--- src/rtl/id_stage_pipe_pkg.sv ---
// Shared definitions for the decode stage: control-vector bit map, bubble control
// and the load-use hazard FSM encoding.
package id_stage_pipe_pkg;

  localparam int unsigned CTRL_W = 16;

  localparam int unsigned CTRL_REGWRITE_BIT = 0;
  localparam int unsigned CTRL_MEMTOREG_BIT = 1;
  localparam int unsigned CTRL_MEMWRITE_BIT = 2;
  localparam int unsigned CTRL_MEMREAD_BIT  = 3;
  localparam int unsigned CTRL_BRANCH_BIT   = 4;
  localparam int unsigned CTRL_ALUSRC_BIT   = 5;
  localparam int unsigned CTRL_REGDST_BIT   = 6;
  localparam int unsigned CTRL_JUMP_BIT     = 7;

  localparam logic [CTRL_W-1:0] CTRL_BUBBLE = '0;

  // Wide enough for LOAD_DELAY-2 with LOAD_DELAY up to 3
  localparam int unsigned CNT_W = 2;

  typedef enum logic {
    ST_RUN  = 1'b0,
    ST_HOLD = 1'b1
  } hz_state_e;

endpackage

--- src/rtl/id_stage_pipe_regfile_np.sv ---
// NREG x DW register bank: two read ports, one debug read port, one write port.
// REGFILE_BYPASS_EN forwards a same-cycle writeback to every read port.
module regfile_np #(
  parameter int unsigned DW   = 32,
  parameter int unsigned NREG = 32,
  parameter int unsigned AW   = $clog2(NREG)
) (
  input  logic          clk_i,
  input  logic          rst_i,
  input  logic          we_i,
  input  logic [AW-1:0] waddr_i,
  input  logic [DW-1:0] wdata_i,
  input  logic [AW-1:0] ra_a_i,
  output logic [DW-1:0] rd_a_o,
  input  logic [AW-1:0] ra_b_i,
  output logic [DW-1:0] rd_b_o,
  input  logic [AW-1:0] ra_dbg_i,
  output logic [DW-1:0] rd_dbg_o
);

  logic [DW-1:0] mem_q [NREG];

  always_ff @(posedge clk_i) begin
    if (rst_i) begin
      for (int unsigned i = 0; i < NREG; i++) mem_q[i] <= '0;
    end else if (we_i && (waddr_i != '0)) begin
      mem_q[waddr_i] <= wdata_i;
    end
  end

  // Register 0 is hardwired to zero regardless of what the bank holds
  function automatic logic [DW-1:0] rd_port(input logic [AW-1:0] a);
    logic [DW-1:0] v;
    v = (a == '0) ? '0 : mem_q[a];
`ifdef REGFILE_BYPASS_EN
    if (we_i && (waddr_i != '0) && (waddr_i == a)) v = wdata_i;
`endif
    return v;
  endfunction

  always_comb rd_a_o   = rd_port(ra_a_i);
  always_comb rd_b_o   = rd_port(ra_b_i);
  always_comb rd_dbg_o = rd_port(ra_dbg_i);

endmodule

--- src/rtl/id_stage_pipe.sv ---
// MIPS decode stage and ID/EX register with register bank, load-use hazard FSM
// and LOAD_DELAY bubble insertion. Optional bank bypass via REGFILE_BYPASS_EN.
module id_stage_pipe
  import id_stage_pipe_pkg::*;
#(
  parameter int unsigned DW          = 32,
  parameter int unsigned NREG        = 32,
  parameter int unsigned CW          = CTRL_W,
  parameter int unsigned MEMREAD_BIT = CTRL_MEMREAD_BIT,
  parameter int unsigned LOAD_DELAY  = 1,
  localparam int unsigned AW         = $clog2(NREG)
) (
  input  logic          clock,
  input  logic          reset,
  input  logic          stall,
  input  logic          flush,
  input  logic          if_valid,
  input  logic [31:0]   if_instr,
  input  logic [DW-1:0] if_pc,
  input  logic [CW-1:0] id_ctrl,
  input  logic          wb_we,
  input  logic [AW-1:0] wb_addr,
  input  logic [DW-1:0] wb_data,
  input  logic [AW-1:0] dbg_addr,
  output logic [DW-1:0] dbg_data,
  output logic          stall_if,
  output logic          ex_valid,
  output logic [DW-1:0] ex_pc,
  output logic [CW-1:0] ex_ctrl,
  output logic [DW-1:0] ex_rs_data,
  output logic [DW-1:0] ex_rt_data,
  output logic [DW-1:0] ex_imm,
  output logic [AW-1:0] ex_rs,
  output logic [AW-1:0] ex_rt,
  output logic [AW-1:0] ex_rd
);

  logic [AW-1:0] rs_c, rt_c, rd_c;
  logic [DW-1:0] rs_data_c, rt_data_c, imm_c;
  logic          hazard_c, bubble_c;
  logic          unused_instr_c;

  hz_state_e        state_q, state_d;
  logic [CNT_W-1:0] cnt_q, cnt_d;

  logic          ex_valid_q, ex_valid_d;
  logic [DW-1:0] ex_pc_q, ex_pc_d;
  logic [CW-1:0] ex_ctrl_q, ex_ctrl_d;
  logic [DW-1:0] ex_rs_data_q, ex_rs_data_d;
  logic [DW-1:0] ex_rt_data_q, ex_rt_data_d;
  logic [DW-1:0] ex_imm_q, ex_imm_d;
  logic [AW-1:0] ex_rs_q, ex_rs_d;
  logic [AW-1:0] ex_rt_q, ex_rt_d;
  logic [AW-1:0] ex_rd_q, ex_rd_d;

  assign rs_c           = if_instr[21 +: AW];
  assign rt_c           = if_instr[16 +: AW];
  assign rd_c           = if_instr[11 +: AW];
  assign imm_c          = DW'($signed(if_instr[15:0]));
  assign unused_instr_c = ^if_instr[31:26];

  regfile_np #(
    .DW   (DW),
    .NREG (NREG),
    .AW   (AW)
  ) u_regfile (
    .clk_i    (clock),
    .rst_i    (reset),
    .we_i     (wb_we),
    .waddr_i  (wb_addr),
    .wdata_i  (wb_data),
    .ra_a_i   (rs_c),
    .rd_a_o   (rs_data_c),
    .ra_b_i   (rt_c),
    .rd_b_o   (rt_data_c),
    .ra_dbg_i (dbg_addr),
    .rd_dbg_o (dbg_data)
  );

  // Load in EX whose destination is a source of the instruction in ID
  assign hazard_c = ex_valid_q && ex_ctrl_q[MEMREAD_BIT] && if_valid && (ex_rt_q != '0) &&
                    ((ex_rt_q == rs_c) || (ex_rt_q == rt_c));

  assign stall_if = ((state_q == ST_RUN && hazard_c) || (state_q == ST_HOLD)) &&
                    !reset && !flush && !stall;

  // Hazard FSM next state; flush beats stall beats hazard
  always_comb begin
    state_d  = state_q;
    cnt_d    = cnt_q;
    bubble_c = 1'b0;
    if (flush) begin
      state_d = ST_RUN;
      cnt_d   = '0;
    end else if (!stall) begin
      unique case (state_q)
        ST_RUN: begin
          if (hazard_c) begin
            bubble_c = 1'b1;
            if (LOAD_DELAY > 1) begin
              state_d = ST_HOLD;
              cnt_d   = CNT_W'(LOAD_DELAY - 2);
            end
          end
        end
        ST_HOLD: begin
          bubble_c = 1'b1;
          if (cnt_q == '0) state_d = ST_RUN;
          else             cnt_d   = cnt_q - CNT_W'(1);
        end
        default: state_d = ST_RUN;
      endcase
    end
  end

  // ID/EX next values: squash on flush or bubble, hold on stall, else capture
  always_comb begin
    ex_valid_d   = ex_valid_q;
    ex_pc_d      = ex_pc_q;
    ex_ctrl_d    = ex_ctrl_q;
    ex_rs_data_d = ex_rs_data_q;
    ex_rt_data_d = ex_rt_data_q;
    ex_imm_d     = ex_imm_q;
    ex_rs_d      = ex_rs_q;
    ex_rt_d      = ex_rt_q;
    ex_rd_d      = ex_rd_q;
    if (flush || (!stall && bubble_c)) begin
      ex_valid_d   = 1'b0;
      ex_pc_d      = '0;
      ex_ctrl_d    = CW'(CTRL_BUBBLE);
      ex_rs_data_d = '0;
      ex_rt_data_d = '0;
      ex_imm_d     = '0;
      ex_rs_d      = '0;
      ex_rt_d      = '0;
      ex_rd_d      = '0;
    end else if (!stall) begin
      ex_valid_d   = if_valid;
      ex_pc_d      = if_pc;
      ex_ctrl_d    = if_valid ? id_ctrl : CW'(CTRL_BUBBLE);
      ex_rs_data_d = rs_data_c;
      ex_rt_data_d = rt_data_c;
      ex_imm_d     = imm_c;
      ex_rs_d      = rs_c;
      ex_rt_d      = rt_c;
      ex_rd_d      = rd_c;
    end
  end

  always_ff @(posedge clock) begin
    if (reset) begin
      state_q      <= ST_RUN;
      cnt_q        <= '0;
      ex_valid_q   <= 1'b0;
      ex_pc_q      <= '0;
      ex_ctrl_q    <= '0;
      ex_rs_data_q <= '0;
      ex_rt_data_q <= '0;
      ex_imm_q     <= '0;
      ex_rs_q      <= '0;
      ex_rt_q      <= '0;
      ex_rd_q      <= '0;
    end else begin
      state_q      <= state_d;
      cnt_q        <= cnt_d;
      ex_valid_q   <= ex_valid_d;
      ex_pc_q      <= ex_pc_d;
      ex_ctrl_q    <= ex_ctrl_d;
      ex_rs_data_q <= ex_rs_data_d;
      ex_rt_data_q <= ex_rt_data_d;
      ex_imm_q     <= ex_imm_d;
      ex_rs_q      <= ex_rs_d;
      ex_rt_q      <= ex_rt_d;
      ex_rd_q      <= ex_rd_d;
    end
  end

  assign ex_valid   = ex_valid_q;
  assign ex_pc      = ex_pc_q;
  assign ex_ctrl    = ex_ctrl_q;
  assign ex_rs_data = ex_rs_data_q;
  assign ex_rt_data = ex_rt_data_q;
  assign ex_imm     = ex_imm_q;
  assign ex_rs      = ex_rs_q;
  assign ex_rt      = ex_rt_q;
  assign ex_rd      = ex_rd_q;

endmodule

--- config.mk ---
export PLATFORM = sky130hd
export DESIGN_NAME = id_stage_pipe
export DESIGN_NICKNAME = d
export VERILOG_FILES = /design/src/rtl/id_stage_pipe_pkg.sv /design/src/rtl/id_stage_pipe_regfile_np.sv /design/src/rtl/id_stage_pipe.sv
export SDC_FILE = /design/constraint.sdc
export NUM_CORES = 2
export LEC_CHECK = 0
export CAP_MARGIN = 20
export CORE_MARGIN = 1.5
export CORE_UTILIZATION = 54
export CTS_CLUSTER_SIZE = 40
export DETAILED_ROUTE_END_ITERATION = 10
export PLACE_DENSITY = 0.76
export SYNTH_ARGS = -nofsm -noshare
export SYNTH_HDL_FRONTEND = slang
export SYNTH_SLANG_ARGS = --single-unit
export TNS_END_PERCENT = 10
--- constraint.sdc ---
create_clock -name clock -period 4.27 [get_ports clock]
set_clock_uncertainty 0.05 [all_clocks]
set_input_delay 1.281 -clock clock [delete_from_list [all_inputs] [get_ports clock]]
set_output_delay 1.281 -clock clock [all_outputs]
set_load 0.01 [all_outputs]
==> impl_metrics.yaml <==
outcome:
  status: "finished with violations"
  violations: "negative setup slack"
global_routing:
  gr-usage-all-layers: 0.384
  antenna_found_initial: 26
  grt_remaining_overflow: 0
  grt_max_degree: 87
  grt_pass1_wl_um: 346000
  grt_pass1_vias: 48600
sta:
  worst_slew_pin_slew_ns: 1.19
  worst_slack_ns: -0.409
  finalHoldViolCount: 0
  hold_slack_ns: 0.402
  setup-tns-final_ns: -10.78
  slew_viol_final: 0
  period_share: 1.10
  max_slew_margin: 0.203
  setup_violations: 32
  fin_crit_ns: 4.68
  max_freq_ghz: 0.214
  rsz0062_at_grt: "yes"
drt:
  firstDrtPassIters: 8
  first_iter_violations: 8476
  wl_per_cell_um: 36.2
  routed_wl_um: 246000
  ant_nets: 0
  drc: 0
  vias_per_cell: 7.31
  via_count: 49700
logic_synthesis:
  synth_cell_types: 48
  syn_inst: 4756
  yosysSeqAreaShare: 0.496
  syn_area_per_cell_um2: 14.3
  ys.flop_type: "edfxtp_1"
  synthTopCellsByCount: "edfxtp_1 (1024), and2_1 (994), mux4_2 (576)"
  yosys.area.top_type: "edfxtp_1"
  synth_area_um2: 67800
  yosysMostFrequentCell: "edfxtp_1"
  async_flop_share: 0
  synth_top_area_frac: 0.454
  synth-edff-count: 1024
  ys_ff_latch: 1166
  ys_top_cells_by_area: "edfxtp_1 (45%), mux4_2 (19%), and2_1 (9.2%)"
  yosys_warnings: 0
clock_tree:
  clockBufferDepth: 3
  cts_tree: "yes"
  cts_buffers: 132
  cts_num_sinks: 1166
  cts-root-buf: "clkbuf_16"
  insertion_delay_ns: 0.80
  htree_levels: 4
  clkTransAtPathRegs_ns: 0.06
setup_path:
  crit_required_ns: 2.94
  critPathSlowestCell: "mux4_2"
  path_buf_inv: 6
  path_cells: "buf_16, buf_12, buf_12, buf_8, mux4_2, mux4_2, inv_1, o21ai_4, buf_6"
  path_class: "input port to output pin"
  cp-startpoint: "dbg_addr[0]"
  critPathTopFamily: "multiplexers"
  cp_max_fo: 8
  endpoint_kind: "output pin"
  cp_slowest_stage_delay_ns: 0.57
  critPathLaunchType: "input port"
  rr_worst_depth: 5
  critPathArrivalTime_ns: 3.35
  cp.depth: 9
  r2r-start: "u_regfile.mem_q[17][26]"
  rrSetupSlack_ns: 2.02
cells_and_area:
  ff_latch_area_um2: 33600
  layout.nets: 5167
  multi_input_area_um2: 32100
  syn2layout_area_growth_pct: 17.4
  design_area_um2: 79600
  drive_gt1_frac: 0.318
  layout.filler_cells: 8782
run:
  max_cap_viol_count: 0
floorplan:
  coreArea_um2: 124000
  die-area_um2: 128000
  num_io_pins: 321
  chipHeight_um: 357
  fp.dieW_um: 357
  initial_utilization: 0.546
  rows: 129
power:
  power_density_nw_per_um2: 375
  leakagePower_nw: 28.2
  ir_drop_mv: 0.455
worst_hold_path:
  hp-start: "ex_rt_data[20]"
  min_path_cells: 2
  hold_path.class: "flop to flop"
placed_design:
  hpwl_um: 149000
  io_buffers: 314
  gp_congestion: 0.931
  place_area_um2: 74300
  pre_cts_ws_ns: -0.868
## kinds of logic (layout without fill, tap and decap cells)
kind of cell	Yosys count	in the layout	synth area share
AO/OA/AOI/OAI	568	568	0.0718
AND/OR/NAND/NOR	1281	1281	0.110
flip-flops	1166	1166	0.496
multiplexers	1146	1146	0.280
adder cells (fa/ha/maj)	1	1	0.000185
XOR/XNOR	11	11	0.00142
other	1	48	0.0000553
buffers and inverters	582	941	0.0403
## flip-flops by register name, indices dropped and copies added (netlist names)
signal           flops
cnt_q                2
ex_ctrl             16
ex_imm              16
ex_pc               32
ex_rs                5
ex_rs_data          32
ex_rt                5
ex_rt_data          32
ex_valid             1
state_q              1
u_regfile.mem_q   1024
## timing repair
| action | CTS | global route |
|---|---|---|
| buffers inserted | 22 | 4 |
| endpoints found under the setup margin | 33 | 33 |
| resized for setup | 239 | 33 |
| hold buffers | 0 | 0 |
| cloned | 7 | 0 |
| pin swaps | 1 | 0 |
## cell type report
class | instances | share of cell area
clock buffer | 188 | 0.0468
sequential | 1166 | 0.422
inverter | 35 | 0.00171
antenna | 16 | 0.000503
clock inverter | 54 | 0.00748
multi-input combinational | 3039 | 0.404
timing repair buffer | 664 | 0.0920
tap | 1637 | 0.0257
## path summary, 6_finish.rpt
| kind | end |
|---|---|
| max reg2reg | ex_rt_data[26] |
| min | ex_rt_data[20] |
| min reg2reg | ex_rt_data[20] |
| max | dbg_data[6] |
## placed cells by master (no fill, tap or decap), types with 7 or more instances in the layout
cell type / instances
a221o_1: 64
a221oi_1: 133
a221oi_2: 59
a22o_1: 64
a22oi_1: 16
and2_1: 993
buf_12: 106
buf_16: 8
buf_2: 26
buf_4: 214
buf_6: 24
buf_8: 13
bufinv_16: 10
clkbuf_1: 38
clkbuf_16: 136
clkbuf_8: 12
clkdlybuf4s50_1: 270
clkinv_1: 10
clkinv_2: 19
conb_1: 32
dfxtp_1: 142
diode_2: 16
edfxtp_1: 1024
inv_1: 14
inv_2: 19
inv_6: 7
mux2_2: 256
mux2i_1: 314
mux4_2: 576
nand2_1: 86
nand2_2: 14
nor2_1: 81
nor2_4: 39
o21ai_2: 25
o22ai_1: 128
o31ai_1: 64
or2_2: 31
xor2_1: 10
## power by group
group | leakage, nW | internal [W] | total [W] | switching [W]
Clock | 2.12 | 0.00671 | 0.0115 | 0.00482
Sequential | 10.9 | 0.0130 | 0.0135 | 0.000464
Combinational | 15.2 | 0.00224 | 0.00482 | 0.00257
Total | 28.2 | 0.0220 | 0.0298 | 0.00785
## worst min-delay path: cells and delay by family (launching register included)
kind / cells / cell delay (ns)
flops: 1 / 0.32
compound gates: 1 / 0.05
simple gates: 1 / 0.05
## metal layers
layer | global-route usage | up-vias | part of all wire | wire (µm)
li1 | - | 19200 | - | -
met1 | 0.491 | 24700 | 0.34 | 82500
met2 | 0.561 | 4744 | 0.43 | 107000
met3 | 0.148 | 1051 | 0.17 | 40700
met4 | 0.218 | 16 | 0.066 | 16200
met5 | 0 | - | 0.00041 | 102
## stage by stage
| stage | util | total power [W] | instances |
|---|---|---|---|
| final | 0.641 | 0.0298 | 6799 |
| after global routing | 0.641 | 0.0304 | 6787 |
| after CTS | 0.639 | 0.0296 | 6777 |
| after detailed placement | 0.599 | 0.0182 | 6506 |
| after global placement | 0.599 | 0.0181 | 6506 |
| after floorplan | - | 0.0163 | 4787 |
(Power assumes the default switching activity.)
